File: src/rtl/apb_sram_ws.sv
// rtl/apb_sram_ws.sv - APB4 slave SRAM with wait states, byte strobes and error response
module apb_sram_ws #(
   parameter int DATA_WIDTH  = 32,
   parameter int ADDR_WIDTH  = 32,
   parameter int DEPTH       = 32,
   parameter int WAIT_STATES = 0
) (
   input  logic                    pclk,
   input  logic                    presetn,
   input  logic                    psel,
   input  logic                    penable,
   input  logic                    pwrite,
   input  logic [ADDR_WIDTH-1:0]   paddr,
   input  logic [DATA_WIDTH-1:0]   pwdata,
   input  logic [DATA_WIDTH/8-1:0] pstrb,
   output logic [DATA_WIDTH-1:0]   prdata,
   output logic                    pready,
   output logic                    pslverr
);

   localparam int NSTRB = DATA_WIDTH / 8;
   localparam int LSB   = $clog2(NSTRB);
   localparam int IDX_W = $clog2(DEPTH);
   localparam logic [ADDR_WIDTH-1:0] ALIGN_MASK = ADDR_WIDTH'(NSTRB - 1);
   localparam logic [ADDR_WIDTH-1:0] DEPTH_W    = ADDR_WIDTH'(DEPTH);
   localparam logic [3:0]            WS         = 4'(WAIT_STATES);

   typedef enum logic [1:0] {S_IDLE, S_WAIT, S_RESP} state_t;

   state_t                state_q, state_d;
   logic [3:0]            cnt_q, cnt_d;
   logic                  write_q, write_d;
   logic                  err_q, err_d;
   logic [IDX_W-1:0]      idx_q, idx_d;
   logic [DATA_WIDTH-1:0] wdata_q, wdata_d;
   logic [NSTRB-1:0]      strb_q, strb_d;
   logic [DATA_WIDTH-1:0] prdata_q, prdata_d;
   logic                  pready_q, pready_d;
   logic                  pslverr_q, pslverr_d;

   // Contents are deliberately left unreset; only control state is cleared.
   logic [DATA_WIDTH-1:0] mem [DEPTH];

   logic [ADDR_WIDTH-1:0] word_addr;
   logic                  setup_err;
   logic [IDX_W-1:0]      setup_idx;
   logic                  setup_ph;
   logic                  access_ph;
   logic                  commit;

   // Decode the setup-phase address: word index and error (misaligned or beyond DEPTH).
   always_comb begin
      word_addr = paddr >> LSB;
      setup_err = (|(paddr & ALIGN_MASK)) || (word_addr >= DEPTH_W);
      setup_idx = word_addr[IDX_W-1:0];
      setup_ph  = psel & ~penable;
      access_ph = psel & penable;
      commit    = (state_q == S_RESP) & access_ph & write_q & ~err_q;
   end

   // Next-state, latched transfer attributes and registered bus outputs.
   always_comb begin
      state_d   = state_q;
      cnt_d     = cnt_q;
      write_d   = write_q;
      err_d     = err_q;
      idx_d     = idx_q;
      wdata_d   = wdata_q;
      strb_d    = strb_q;
      prdata_d  = prdata_q;
      pready_d  = pready_q;
      pslverr_d = pslverr_q;
      case (state_q)
         S_IDLE: begin
            pready_d  = 1'b0;
            pslverr_d = 1'b0;
            prdata_d  = '0;
            if (setup_ph) begin
               write_d = pwrite;
               err_d   = setup_err;
               idx_d   = setup_idx;
               wdata_d = pwdata;
               strb_d  = pstrb;
               if (WS == 4'd0) begin
                  state_d   = S_RESP;
                  pready_d  = 1'b1;
                  pslverr_d = setup_err;
                  prdata_d  = (!pwrite && !setup_err) ? mem[setup_idx] : '0;
               end else begin
                  cnt_d   = WS;
                  state_d = S_WAIT;
               end
            end
         end
         S_WAIT: begin
            if (!psel) begin
               state_d = S_IDLE;
               cnt_d   = 4'd0;
            end else if (penable) begin
               cnt_d = cnt_q - 4'd1;
               if (cnt_q == 4'd1) begin
                  state_d   = S_RESP;
                  pready_d  = 1'b1;
                  pslverr_d = err_q;
                  prdata_d  = (!write_q && !err_q) ? mem[idx_q] : '0;
               end
            end
         end
         S_RESP: begin
            // Either completion or abort: both return to IDLE with outputs cleared.
            if (!psel || penable) begin
               state_d   = S_IDLE;
               pready_d  = 1'b0;
               pslverr_d = 1'b0;
               prdata_d  = '0;
            end
         end
         default: begin
            state_d   = S_IDLE;
            cnt_d     = 4'd0;
            pready_d  = 1'b0;
            pslverr_d = 1'b0;
            prdata_d  = '0;
         end
      endcase
   end

   // Control and output registers, cleared asynchronously.
   always_ff @(posedge pclk or negedge presetn) begin
      if (!presetn) begin
         state_q   <= S_IDLE;
         cnt_q     <= 4'd0;
         write_q   <= 1'b0;
         err_q     <= 1'b0;
         idx_q     <= '0;
         wdata_q   <= '0;
         strb_q    <= '0;
         prdata_q  <= '0;
         pready_q  <= 1'b0;
         pslverr_q <= 1'b0;
      end else begin
         state_q   <= state_d;
         cnt_q     <= cnt_d;
         write_q   <= write_d;
         err_q     <= err_d;
         idx_q     <= idx_d;
         wdata_q   <= wdata_d;
         strb_q    <= strb_d;
         prdata_q  <= prdata_d;
         pready_q  <= pready_d;
         pslverr_q <= pslverr_d;
      end
   end

   // Byte-lane write commit on the completing access cycle of a good write.
   always_ff @(posedge pclk) begin
      if (commit) begin
         for (int i = 0; i < NSTRB; i++) begin
            if (strb_q[i]) begin
               mem[idx_q][8*i +: 8] <= wdata_q[8*i +: 8];
            end
         end
      end
   end

   assign prdata  = prdata_q;
   assign pready  = pready_q;
   assign pslverr = pslverr_q;

endmodule

File: config.mk
export PLATFORM = sky130hd
export DESIGN_NAME = apb_sram_ws
export DESIGN_NICKNAME = d
export VERILOG_FILES = /design/src/rtl/apb_sram_ws.sv
export SDC_FILE = /design/constraint.sdc
export NUM_CORES = 1
export LEC_CHECK = 0
export BUFFER_PORTS_ARGS = -buffer_cell sky130_fd_sc_hd__clkbuf_2
export CAP_MARGIN = 20
export CORE_ASPECT_RATIO = 0.5
export CORE_MARGIN = 2
export CORE_UTILIZATION = 45
export DETAILED_ROUTE_END_ITERATION = 8
export HOLD_SLACK_MARGIN = 0.08
export PLACE_DENSITY = 0.63
export SLEW_MARGIN = 20
export SYNTH_ARGS = -nofsm -noshare
export SYNTH_HDL_FRONTEND = slang
export SYNTH_SLANG_ARGS = --single-unit
File: constraint.sdc
create_clock -name pclk -period 1.8 [get_ports pclk]
set_input_delay 0.09 -clock pclk [delete_from_list [all_inputs] [get_ports pclk]]
set_output_delay 0.09 -clock pclk [all_outputs]
set_load 0.02 [all_outputs]
# Word level (Yosys, flattened, before mapping)
# Memories as Yosys holds them, arrays and structs flattened.
# Index checks and enable logic that the tools add are counted.
dict set report totals {
  output_inout_bits 34
  regBits 83
  memories 1
  elab_cells 87
  ram_bits 1024
}
dict set report classes {
  order_cmp 1
  n_reduce_logical 16
  addsub 1
  mux 40
  bitwise 8
  n_eq_ne 10
}
# name depth word_bits read_ports rd_clocked_by_memory_dff write_ports line_no
set memory_table {}
lappend memory_table {mem 32 32 2 0 1 42} ;# logic [DATA_WIDTH-1:0] mem [DEPTH];
# operator n
set op_table {}
lappend op_table {{$mux 32} 7}
lappend op_table {{$pmux 32 s3} 1}
lappend op_table {{$ge 30x6->1 const B} 1}
lappend op_table {{$mux 1} 21}
lappend op_table {{$mux 2} 5}
lappend op_table {{$mux 4} 2}
lappend op_table {{$ne 2x2->1 const B} 4}
lappend op_table {{$pmux 4 s2} 1}
lappend op_table {{$reduce_and 4->1} 2}
lappend op_table {{$ne 3x3->1 const B} 2}
lappend op_table {{$pmux 1 s3} 2}
lappend op_table {{$pmux 2 s3} 1}
lappend op_table {{$and 1x1->1} 5}
lappend op_table {{$logic_not 1->1} 5}
lappend op_table {{$eq 4x1->1 const B} 1}
lappend op_table {{$reduce_and 2->1} 2}
lappend op_table {{$reduce_or 2->1} 2}
lappend op_table {{$sub 4x1->4 const B} 1}
lappend op_table {{$not 1->1} 3}
lappend op_table {{$eq 2x1->1 const B} 1}
lappend op_table {{$eq 2x2->1 const B} 1}
lappend op_table {{$logic_and 1x1->1} 2}
lappend op_table {{$logic_not 2->1} 1}
lappend op_table {{$logic_or 1x1->1} 2}
lappend op_table {{$ne 2x1->1 const B} 1}

# Logic depth before layout (Yosys ltp)
dict set report logic_depth {
  ltp_word 7
  mapped_depth 8
}

# Worst setup path before layout
# Ideal clock, no wire load.
dict set report synth_path {
  path_type {register to register}
  from {register state_q[1]}
  to {memory mem[0][0], enable pin}
  required_time_ns 1.430
  setup_slack_ns 0.027
  setup_ns 0.370
  arrival_time_ns 1.403
  synth_period_minus_slack_ns 1.773
  path_buffers 1
  stages_incl_launch_ff 6
  path_cell_list {dfrtp_1 nand4_1 nor2_1 nand2_1 clkbuf_1 nor2_1}
}
dict set report synth_between {
  elab_chain_cells 6
}
# element line_no
set synth_rtl {}
lappend synth_rtl {{start, declared} 30} ;# state_t state_q, state_d;
lappend synth_rtl {{start signal, assigned} 142} ;# state_q <= state_d;
lappend synth_rtl {{$eq 2x2->1} 58} ;# commit = (state_q == S_RESP) & access_ph & write_q & ~err_q;
lappend synth_rtl {{$and 1x1->1 (3 in a row)} 58}
lappend synth_rtl {{$mux 1} 157} ;# if (commit) begin
lappend synth_rtl {{$mux 1 (not written as such)} 160} ;# mem[idx_q][8*i +: 8] <= wdata_q[8*i +: 8];
lappend synth_rtl {{end, declared} 42}
# No other way between the ends.

# Worst setup path in the final report
dict set report layout_path {
  from {register state_q[1]}
  to {register prdata_q[1], in the netlist prdata[1]}
}
dict set report layout_between {
  elab_chain_cells 3
  elab_cells_between_ends 9
  cone_classes {eq/ne: 6; mux: 1; reduce/logical: 2}
}
# element line_no
set layout_rtl {}
lappend layout_rtl {{$eq 2x1->1 or $eq 2x2->1 (tied branches)} 73} ;# case (state_q)
lappend layout_rtl {{$ne 2x2->1 (no line) or $ne 2x1->1 (tied branches)} -}
lappend layout_rtl {{$reduce_and 4->1 (no line)} -}
lappend layout_rtl {{end signal, assigned} 149} ;# prdata_q <= prdata_d;
lappend layout_rtl {{end, declared} 37} ;# logic [DATA_WIDTH-1:0] prdata_q, prdata_d;
# Parallel ways exist; a longest one is shown, timed or not.
# A chain may end at the register's enable or synchronous reset.

==> summary.md <==
| Metric | Value |
|---|---|
| Status | `finished with violations` |
| Failing checks | `setup timing` |
| Detail-routed net length per standard cell | `26.4 µm` |
| Area of the multi-input gates | `0.0101 mm²` |
| First-pass GRT wire length | `approximately 150000 µm` |
| CTS tree | `done` |
| Slew @ Worst Pin | `1.10 ns` |
| Clock-pin slew on the worst setup and hold paths | `~0.07 ns` |
| RR Startpoint | `state_q[1]` |
| Largest family of logic cells by synthesized area | `multiplexers` |
| VDD IR max | `~0.8 mV` |
| Register area | `0.0327 mm²` |
| Setup TNS | `-10.85 ns` |
| Final Hold Fails | `0` |
| Largest net degree at the start of global routing | `between 40 and 50` |
| Fin util | `56.0%` |
| I/O Pins | `approximately 110` |
| Multiplexer area fraction after synthesis | `about 15%` |
| GRT overflow | `0` |
| Final min period | `about 2 ns` |
| Skew-Pair Late Insertion Delay | `between 0.6 and 0.7 ns` |
| Flops & latches, synth | `1102` |
| Remaining antenna violation count | `0` |
| WL final | `between 100000 and 150000 µm` |
| Critical path's top delay family | `simple AND/OR/NAND/NOR gates` |
| Initial Utilization | `between 40% and 50%` |
| Setup crit end kind | `flop` |
| Port Buffers | `106` |
| Detailed-route via count | `~23000` |
| Hpwl dp | `~66000 µm` |
| # rows | `around 80` |
| All-layer global routing usage | `between 20% and 30%` |
| Synth Area per Inst | `between 20 and 25 µm²` |
| Worst hold start | `paddr[3]` |
| Clock Path Buffers | `3` |
| H-tree lvl count | `3` |
| WS Path Type | `reg2reg` |
| Synth Area in Adders | `less than 1%` |
| Number of inserted diodes | `0` |
| Die span in y | `222 µm` |
| Worst setup margin | `-0.154 ns` |
| Compound-Gate Fraction of Synth Area | `under 10%` |
| Netlist cell types | `40` |
| TritonRoute pass-1 iters | `6` |
| Sink Count | `1102` |
| CP startpoint kind | `flop` |
| CP required | `~2.4 ns` |
| Final Non-Filler Cells | `roughly 4000` |
| DRC viols | `0` |
| Ys Warns | `0` |
| Power Density | `approximately 1200 mW/mm²` |
| Via/cell ratio | `5.70` |
| Final net count | `approximately 2700` |
| Netlist Area Pre-Place | `between 0.04 and 0.05 mm²` |
| Worst hold path class | `in2reg` |
| Vias in the first global route | `approximately 23000` |
| Fill count | `around 6900` |
| Synth Flop Type | `edfxtp_1` |
| Max Freq | `0.512 GHz` |
| Setup-failing EPs final | `between 200 and 300` |
| Cells after synthesis | `2128` |
| CP max stage delay | `0.40 ns` |
| Root buf cell | `clkbuf_16` |
| Crit path launch | `state_q[1]` |
| Period utilization | `109%` |
| Fin Hold WS | `between 0.1 and 0.15 ns` |
| Max-capacitance violation count | `0` |
| Simple-Gate Fraction of Synth Area | `under 10%` |
| Share of layout cells above drive strength 1 | `a little over a third` |
| Initial antenna violation count | `0` |
| Die X | `between 400 and 500 µm` |
| Cells after DPL | `between 3000 and 4000` |
| Data arrival, critical path | `approximately 2.6 ns` |
| CORE AREA | `a little over 0.09 mm²` |
| Leak Pwr | `between 15 and 20 nW` |
| Crit-path cells | `or3b_4 -> nor3_4 -> nand4b_1 -> buf_6 -> a311oi_4 -> a211o_1` |
| Setup repair after global routing missed its margin | `true` |
| Clock buffer count from CTS | `99` |
| Post-synth EDFFs | `slightly above 1000` |
| Xor and xnor area share after synthesis | `less than 1%` |
| Setup Skew | `between 0.03 and 0.04 ns` |
| Layout area overhead | `22.6%` |
| Post-layout power | `approximately 63 mW` |
| DIE AREA | `between 0.09 and 0.1 mm²` |
| Syn_nets | `2203` |
| Worst-path fanout max | `16` |
| Slowest CP cell | `dfrtp_1` |
| Rel. slew slack | `27.0%` |
| Slew Viols, Final | `0` |
| Worst Path Buf+Inv | `1` |
| Share of the yosys chip area belonging to registers | `about 77%` |
| Fraction of registers with async set/reset | `7.08%` |
| 1st-iter DRT viols | `roughly 2600` |
| Placer Congestion | `0.833` |
-- cell families after synthesis --
logic type               after synthesis
XOR/XNOR                               1
multiplexers                         394
buffers and inverters                132
AO/OA/AOI/OAI                        194
adder cells (fa/ha/maj)                2
flip-flops                          1102
AND/OR/NAND/NOR                      303
-- cell type report --
| type | count | share of cell area (%) |
|---|---|---|
| flip-flops and latches | 1102 | 62.6 |
| multi-input cells | 894 | 19.3 |
| repair buffers | 519 | 8.78 |
| clock buffers | 142 | 5.41 |
| well taps | 1255 | 3.00 |
| clock inverters | 46 | 0.974 |
| inverters | 1 | 0.00718 |
-- worst paths after layout --
kind | to | slack (ns) | depth (start not counted)
setup / recovery | prdata[1] | -0.15 | 6
hold / removal | idx_q[1] | 0.14 | 3
setup reg to reg | prdata[1] | -0.15 | 6
hold reg to reg | pslverr | 0.49 | 2
max in group asynchronous | prdata[2] | 0.96 | 4
min in group asynchronous | prdata[19] | 0.59 | 4
-- cells in the mapped netlist, types with 2 or more instances --
library cell | count | area (µm²)
and3b_1 | 2 | 17.5
nand4_1 | 2 | 12.5
and2_1 | 2 | 12.5
or2_1 | 2 | 12.5
and3_1 | 3 | 18.8
dfrtp_1 | 78 | 1950
nor3b_1 | 3 | 22.5
buf_2 | 40 | 200
o22ai_1 | 93 | 582
nor2_1 | 134 | 503
mux2i_1 | 158 | 1580
nor2b_1 | 5 | 31.3
mux2_2 | 44 | 495
clkbuf_1 | 52 | 195
a311oi_1 | 31 | 272
nor3_1 | 34 | 170
a211oi_1 | 32 | 240
nor4_1 | 6 | 37.5
ha_1 | 2 | 25.0
nand2_1 | 70 | 263
buf_6 | 13 | 146
buf_4 | 22 | 165
mux4_2 | 192 | 4320
a211o_1 | 33 | 289
edfxtp_1 | 1024 | 30700
nand2b_1 | 34 | 213
buf_1 | 4 | 15.0
-- sequential cells by signal (all words and copies together), names as in the netlist --
name	cells
write_q	1
state_q	1
idx_q	5
prdata	32
wdata_q	32
mem	1024
err_q	1
pready	1
pslverr	1
strb_q	4
-- timing repair --
| action | CTS | global route |
|---|---|---|
| hold buffers | 51 | 0 |
| setup endpoints to repair | 691 | 776 |
| endpoints found under the hold margin | 122 | 0 |
| gates resized for setup | 92 | 111 |
| setup buffers | 3 | 6 |
| pin swaps | 3 | 10 |
-- per-stage QoR --
step | area, µm² | worst slack [ns]
floorplan | 42600 | 0.0268
global placement | 47400 | -0.392
detailed placement | 47400 | -0.411
CTS | 51800 | -0.162
global route | 52300 | -0.271
finish | 52300 | -0.154
-- cell usage in the layout, fill, tap and decap left out, drive strengths merged, types with 3 or more instances in the layout --
| cell type | n |
|---|---|
| edfxtp | 1024 |
| buf | 368 |
| clkbuf | 243 |
| mux4 | 192 |
| mux2i | 158 |
| nor2 | 134 |
| o22ai | 93 |
| dfrtp | 78 |
| nand2 | 70 |
| dlygate4sd3 | 50 |
| mux2 | 44 |
| nor3 | 35 |
| nand2b | 34 |
| a211o | 33 |
| a211oi | 33 |
| a311oi | 31 |
| clkinv | 25 |
| bufinv | 9 |
| inv | 8 |
| nor4 | 6 |
| clkinvlp | 5 |
| nor2b | 5 |
| nor3b | 3 |
| and3 | 3 |
-- where the power goes --
| group | internal (mW) | total [mW] | switching, mW |
|---|---|---|---|
| clock | 12.3 | 21.5 | 9.24 |
| combinational | 2.47 | 7.92 | 5.45 |
| sequential | 32.0 | 33.1 | 1.05 |
-- worst min-delay path, delay by kind of cell --
kind / cells / cell delay (ns)
buf+inv: 2 / 0.37
mux: 1 / 0.29
-- per-layer routing --
layer / track usage, % / vias to the layer above / part of all wire [%] / wire [µm]
met4: 4.67 / 0 / 1.8 / 1920
met5: 0 / - / 0 / 0
met3: 3.55 / 137 / 6.7 / 6960
li1: - / 9697 / - / -
met1: 31.2 / 12000 / 43 / 44600
met2: 34.3 / 787 / 49 / 50800
Note: power is estimated with default switching activity, not from simulation.
